`src/rtl/arm_control_unit.sv`:
```
// ARM single-cycle control unit: instruction decode, NZCV flag register, condition evaluation.
// Optional performance counters are built only when ARM_CTRL_PERF_CNT_EN is defined.
module arm_control_unit #(
  parameter int CNT_W = 32
) (
  input  logic             clk,
  input  logic             rst_n,
  input  logic [31:0]      Instr,
  input  logic [3:0]       ALUFlags,
  output logic             PCSrc,
  output logic [1:0]       RegSrc,
  output logic [1:0]       ImmSrc,
  output logic             ALUSrc,
  output logic [1:0]       ALUControl,
  output logic             MemWrite,
  output logic             MemtoReg,
  output logic             RegWrite,
  output logic [3:0]       Flags,
  output logic [CNT_W-1:0] RetiredCnt,
  output logic [CNT_W-1:0] SquashedCnt,
  output logic [CNT_W-1:0] IllegalCnt
);

  logic [3:0] r_flags;
  logic [3:0] w_cond;
  logic [1:0] w_op;
  logic [5:0] w_funct;
  logic [3:0] w_rd;
  logic       w_s;
  logic [1:0] w_regsrc, w_immsrc, w_aluctl, w_flagw;
  logic       w_alusrc, w_memtoreg, w_regw, w_memw, w_branch, w_nowrite;
  logic       w_ill, w_pcs, w_condex;
  logic       w_unused_bits;

  assign w_cond  = Instr[31:28];
  assign w_op    = Instr[27:26];
  assign w_funct = Instr[25:20];
  assign w_rd    = Instr[15:12];
  assign w_s     = w_funct[0];
  assign w_unused_bits = ^{Instr[19:16], Instr[11:0]};

  function automatic logic cond_eval(input logic [3:0] cond, input logic [3:0] f);
    logic n, z, c, v;
    {n, z, c, v} = f;
    case (cond)
      4'h0:    cond_eval = z;
      4'h1:    cond_eval = ~z;
      4'h2:    cond_eval = c;
      4'h3:    cond_eval = ~c;
      4'h4:    cond_eval = n;
      4'h5:    cond_eval = ~n;
      4'h6:    cond_eval = v;
      4'h7:    cond_eval = ~v;
      4'h8:    cond_eval = c & ~z;
      4'h9:    cond_eval = ~c | z;
      4'hA:    cond_eval = (n == v);
      4'hB:    cond_eval = (n != v);
      4'hC:    cond_eval = ~z & (n == v);
      4'hD:    cond_eval = z | (n != v);
      4'hE:    cond_eval = 1'b1;
      default: cond_eval = 1'b0;
    endcase
  endfunction

  // Main and ALU decode; an illegal encoding collapses every control to zero.
  always_comb begin
    w_regsrc   = 2'b00;
    w_immsrc   = 2'b00;
    w_alusrc   = 1'b0;
    w_memtoreg = 1'b0;
    w_regw     = 1'b0;
    w_memw     = 1'b0;
    w_branch   = 1'b0;
    w_aluctl   = 2'b00;
    w_nowrite  = 1'b0;
    w_flagw    = 2'b00;
    w_ill      = 1'b0;
    case (w_op)
      2'b00: begin
        w_regw   = 1'b1;
        w_alusrc = w_funct[5];
        case (w_funct[4:1])
          4'b0100: begin w_aluctl = 2'b00; w_flagw = {w_s, w_s}; end
          4'b0010: begin w_aluctl = 2'b01; w_flagw = {w_s, w_s}; end
          4'b0000: begin w_aluctl = 2'b10; w_flagw = {w_s, 1'b0}; end
          4'b1100: begin w_aluctl = 2'b11; w_flagw = {w_s, 1'b0}; end
          4'b1010: begin w_aluctl = 2'b01; w_flagw = {w_s, w_s}; w_nowrite = 1'b1; end
          default: w_ill = 1'b1;
        endcase
      end
      2'b01: begin
        w_immsrc = 2'b01;
        w_alusrc = 1'b1;
        if (w_funct[0]) begin
          w_memtoreg = 1'b1;
          w_regw     = 1'b1;
        end else begin
          w_regsrc = 2'b10;
          w_memw   = 1'b1;
        end
      end
      2'b10: begin
        w_regsrc = 2'b01;
        w_immsrc = 2'b10;
        w_alusrc = 1'b1;
        w_branch = 1'b1;
      end
      default: w_ill = 1'b1;
    endcase
    if (w_ill) begin
      w_regsrc   = 2'b00;
      w_immsrc   = 2'b00;
      w_alusrc   = 1'b0;
      w_memtoreg = 1'b0;
      w_regw     = 1'b0;
      w_memw     = 1'b0;
      w_branch   = 1'b0;
      w_aluctl   = 2'b00;
      w_nowrite  = 1'b0;
      w_flagw    = 2'b00;
    end
  end

  assign w_condex = cond_eval(w_cond, r_flags);
  assign w_pcs    = w_branch | (w_regw & (w_rd == 4'hF));

  assign PCSrc      = w_pcs & w_condex;
  assign MemWrite   = w_memw & w_condex;
  assign RegWrite   = w_regw & w_condex & ~w_nowrite;
  assign MemtoReg   = w_memtoreg;
  assign RegSrc     = w_regsrc;
  assign ImmSrc     = w_immsrc;
  assign ALUSrc     = w_alusrc;
  assign ALUControl = w_aluctl;
  assign Flags      = r_flags;

  // NZ and CV load independently, and only when the instruction's condition passes.
  always_ff @(posedge clk or negedge rst_n) begin
    if (!rst_n) begin
      r_flags <= 4'b0000;
    end else begin
      if (w_flagw[1] & w_condex) r_flags[3:2] <= ALUFlags[3:2];
      if (w_flagw[0] & w_condex) r_flags[1:0] <= ALUFlags[1:0];
    end
  end

`ifdef ARM_CTRL_PERF_CNT_EN
  logic [CNT_W-1:0] r_retired, r_squashed, r_illegal;

  // Exactly one counter advances per cycle: illegal beats squashed beats retired.
  always_ff @(posedge clk or negedge rst_n) begin
    if (!rst_n) begin
      r_retired  <= '0;
      r_squashed <= '0;
      r_illegal  <= '0;
    end else if (w_ill) begin
      r_illegal  <= r_illegal + CNT_W'(1);
    end else if (!w_condex) begin
      r_squashed <= r_squashed + CNT_W'(1);
    end else begin
      r_retired  <= r_retired + CNT_W'(1);
    end
  end

  assign RetiredCnt  = r_retired;
  assign SquashedCnt = r_squashed;
  assign IllegalCnt  = r_illegal;
`else
  assign RetiredCnt  = '0;
  assign SquashedCnt = '0;
  assign IllegalCnt  = '0;
`endif

endmodule

```
`config.mk`:
```
export PLATFORM = sky130hd
export DESIGN_NAME = arm_control_unit
export DESIGN_NICKNAME = d
export VERILOG_FILES = /design/src/rtl/arm_control_unit.sv
export SDC_FILE = /design/constraint.sdc
export NUM_CORES = 1
export LEC_CHECK = 0
export BUFFER_PORTS_ARGS = -buffer_cell sky130_fd_sc_hd__buf_2
export CAP_MARGIN = 5
export CORE_MARGIN = 2
export CORE_UTILIZATION = 35
export DETAILED_ROUTE_END_ITERATION = 8
export PLACE_DENSITY = 0.94
export SETUP_SLACK_MARGIN = 0.15
export SLEW_MARGIN = 20
export SYNTH_ARGS = -nofsm -noshare
export SYNTH_HDL_FRONTEND = slang
export SYNTH_SLANG_ARGS = --single-unit
```
`constraint.sdc`:
```
create_clock -name clk -period 3.4 [get_ports clk]
set_input_delay 0.85 -clock clk [delete_from_list [all_inputs] [get_ports clk]]
set_output_delay 0.85 -clock clk [all_outputs]
set_load 0.005 [all_outputs]
```
==> results.cfg <==
[timing]
rsz0062_at_grt = false
setup_viol = 0
period_needed_ns = 3.16
skew_ns = 0.00142
drv_slew = 0
fin_crit_sh = 0.931
finalSetupTns_ns = 0
finalHoldViolations = 0
clock.fmax_mhz = 316

[setup_path]
cp.buffers_inverters = 2
crit_required_ns = 2.55
end_kind = primary output
start_kind = input port
crit_fanout = 5
critPathKind = in -> out
crit_chain = buf_2, mux2i_2, xnor2_1, a32oi_1, and3_4, a2111oi_1, buf_2
cpMostUsedCell = buf_2
arrival_ns = 2.31
slowest_delay_ns = 0.42
crit_path_top_delay_cell = a2111oi_1
crit_family = compound AO/OA/AOI/OAI gates

[logic_synthesis]
synth_cell_type_count = 37
synth_ff_type = dfrtp_1
synth_common_cells = buf_4 (97), a21oi_1 (6), ha_1 (5)
syn-cell-area_mm2 = 0.00131
yosysTopAreaCellShare = 0.554
syn-instance-count = 167
yosysMostFrequentCell = buf_4
yosysTopAreaCell = buf_4
synth_edf_count = 0
synth-seq-cells = 4
yosysWarnings = 0
avgSynthCellArea_um2 = 7.87
synthTopCellsByArea = buf_4 (55%), dfrtp_1 (7.6%), ha_1 (4.8%)
synth-async-reset-ratio = 1.00
ys_seq_area_frac = 0.0762

[clocking]
cts_buffer_depth = 2
worstSkewPairLatency_ns = 0.22
post_cts_buffers = 0
cts_tree = yes
hold_buffers = 0
numCtsBuffers = 3
root_buffer = clkbuf_8
clock_sinks = 4
htreeDepth = 1
clk_pin_slew_worst_paths_ns = 0.03

[floorplan]
fp-row-count = 22
die_y_um = 65.3
ios = 149
die_area_mm2 = 0.00426
design.core.area_mm2 = 0.00363
initial_core_util = 0.362
die_w_um = 65.3

[run_status]
status = finished clean

[grt]
grt_max_degree = 10
overflow = 0
grt_pass1_vias = 693
grt_pass1_wl_um = 2890
antenna_found_initial = 0
grtUsageTotal = 0.0840

[routing]
drc = 0
antenna_left = 0
avgRoutedWirePerCell_um = 8.10
viasPerCell = 3.61
wl_met2_um = 1030
wirelength_um = 2030
route.top_layer_used = met4
met3WireLength_um = 255
drt_iter0_drc = 21
dr.pass1.iters = 4
vias = 906
drt-met1-wl_um = 726

[pwr]
vdd_drop_max_uv = 227
swShare = 0.372
power.clock.fraction = 0.334
intPower_w = 0.000185
combPwrFrac = 0.434
switching_power_w = 0.000110
seq_power_share = 0.232
p_per_area_mw_per_mm2 = 241
p_leak_nw = 0.735

[placed_design]
globalplace.congestion = 0.664
dp_hpwl_um = 1840
numPortBuffers = 36
placed_cell_area_mm2 = 0.00118

[finish]
final_layout_size_suffix_gt1_frac = 0.222
fin_util = 0.336
n_antenna_cell = 0
largest_reg_flops = 4
fillCellCount = 410
area_growth_pct = -6.95
fin_nets = 248
final_area_mm2 = 0.00122

[flow_run]
drv_cap = 0

[worst_hold_path]
hold_path.class = in -> async
[cells in the final DEF, fill, tap and decap left out, types with 2 or more instances in the layout]
cell / instances
a21oi_1: 6
a31oi_1: 2
buf_2: 36
clkbuf_8: 3
conb_1: 96
dfrtp_1: 4
ha_1: 5
inv_1: 4
mux2_1: 2
mux2_2: 2
nand2_1: 3
nand2b_1: 3
nand3_1: 2
nand3b_1: 3
nor2_1: 4
nor3b_1: 4
xor2_1: 3
[stage by stage]
step                      hold slack [ns]  power (W)  setup WS (ns)  std cells
after global routing                0.432   0.000322          0.172        251
after floorplan                     0.539   0.000228          0.551        262
after global placement              0.528   0.000187          0.298        248
after detailed placement            0.541   0.000193          0.251        248
final                               0.434   0.000295          0.236        251
after CTS                           0.434   0.000293          0.241        251
[routing by layer]
metal / vias up / GRT usage
met5: - / 0
met4: 0 / 0.0339
met3: 3 / 0.0103
met2: 70 / 0.149
met1: 402 / 0.102
li1: 431 / -
[timing repair]
action                                 CTS  global route
endpoints found under the hold margin    0             0
setup endpoints to repair                0             1
gates resized for setup                  0             1
[power by group through the flow]
stage	combinational, W	sequential, W	clock, W
final	0.000128	0.0000684	0.0000983
after global routing	0.000146	0.0000707	0.000105
after CTS	0.000125	0.0000676	0.000100
after detailed placement	0.000125	0.0000679	0
after global placement	0.000120	0.0000669	0
after floorplan	0.000161	0.0000675	0
[logic make-up (layout without fill, tap and decap cells)]
family | count (synthesis) | after routing | share of synthesized area
fa+ha+maj | 5 | 5 | 0.0476
simple gates | 29 | 29 | 0.143
buf+inv | 102 | 43 | 0.570
compound gates | 16 | 16 | 0.0848
other cells | 1 | 96 | 0.00285
mux | 6 | 6 | 0.0495
flops | 4 | 4 | 0.0762
xor+xnor | 4 | 4 | 0.0267
[area by class of cell]
| class | count | area [um2] | area share |
|---|---|---|---|
| multi-input combinational | 156 | 826 | 0.676 |
| timing repair buffer | 36 | 180 | 0.147 |
| sequential | 4 | 100 | 0.0819 |
| tap | 48 | 60.1 | 0.0491 |
| clock buffer | 3 | 41.3 | 0.0338 |
| inverter | 4 | 15.0 | 0.0123 |
[worst paths after layout]
path | endpoint | startpoint | cells past startpoint | slack, ns
max in group asynchronous | Flags[2] | rst_n | 1 | 2.85
worst min register to register | Flags[3] | Flags[3] | 1 | 0.58
worst min-delay path | Flags[3] | rst_n | 1 | 0.43
worst max-delay path | RegWrite | Instr[29] | 7 | 0.24
min in group clk | Flags[3] | Flags[3] | 1 | 0.58
worst max register to register | Flags[0] | Flags[3] | 5 | 1.58
Note: power is estimated with default switching activity, not from simulation.
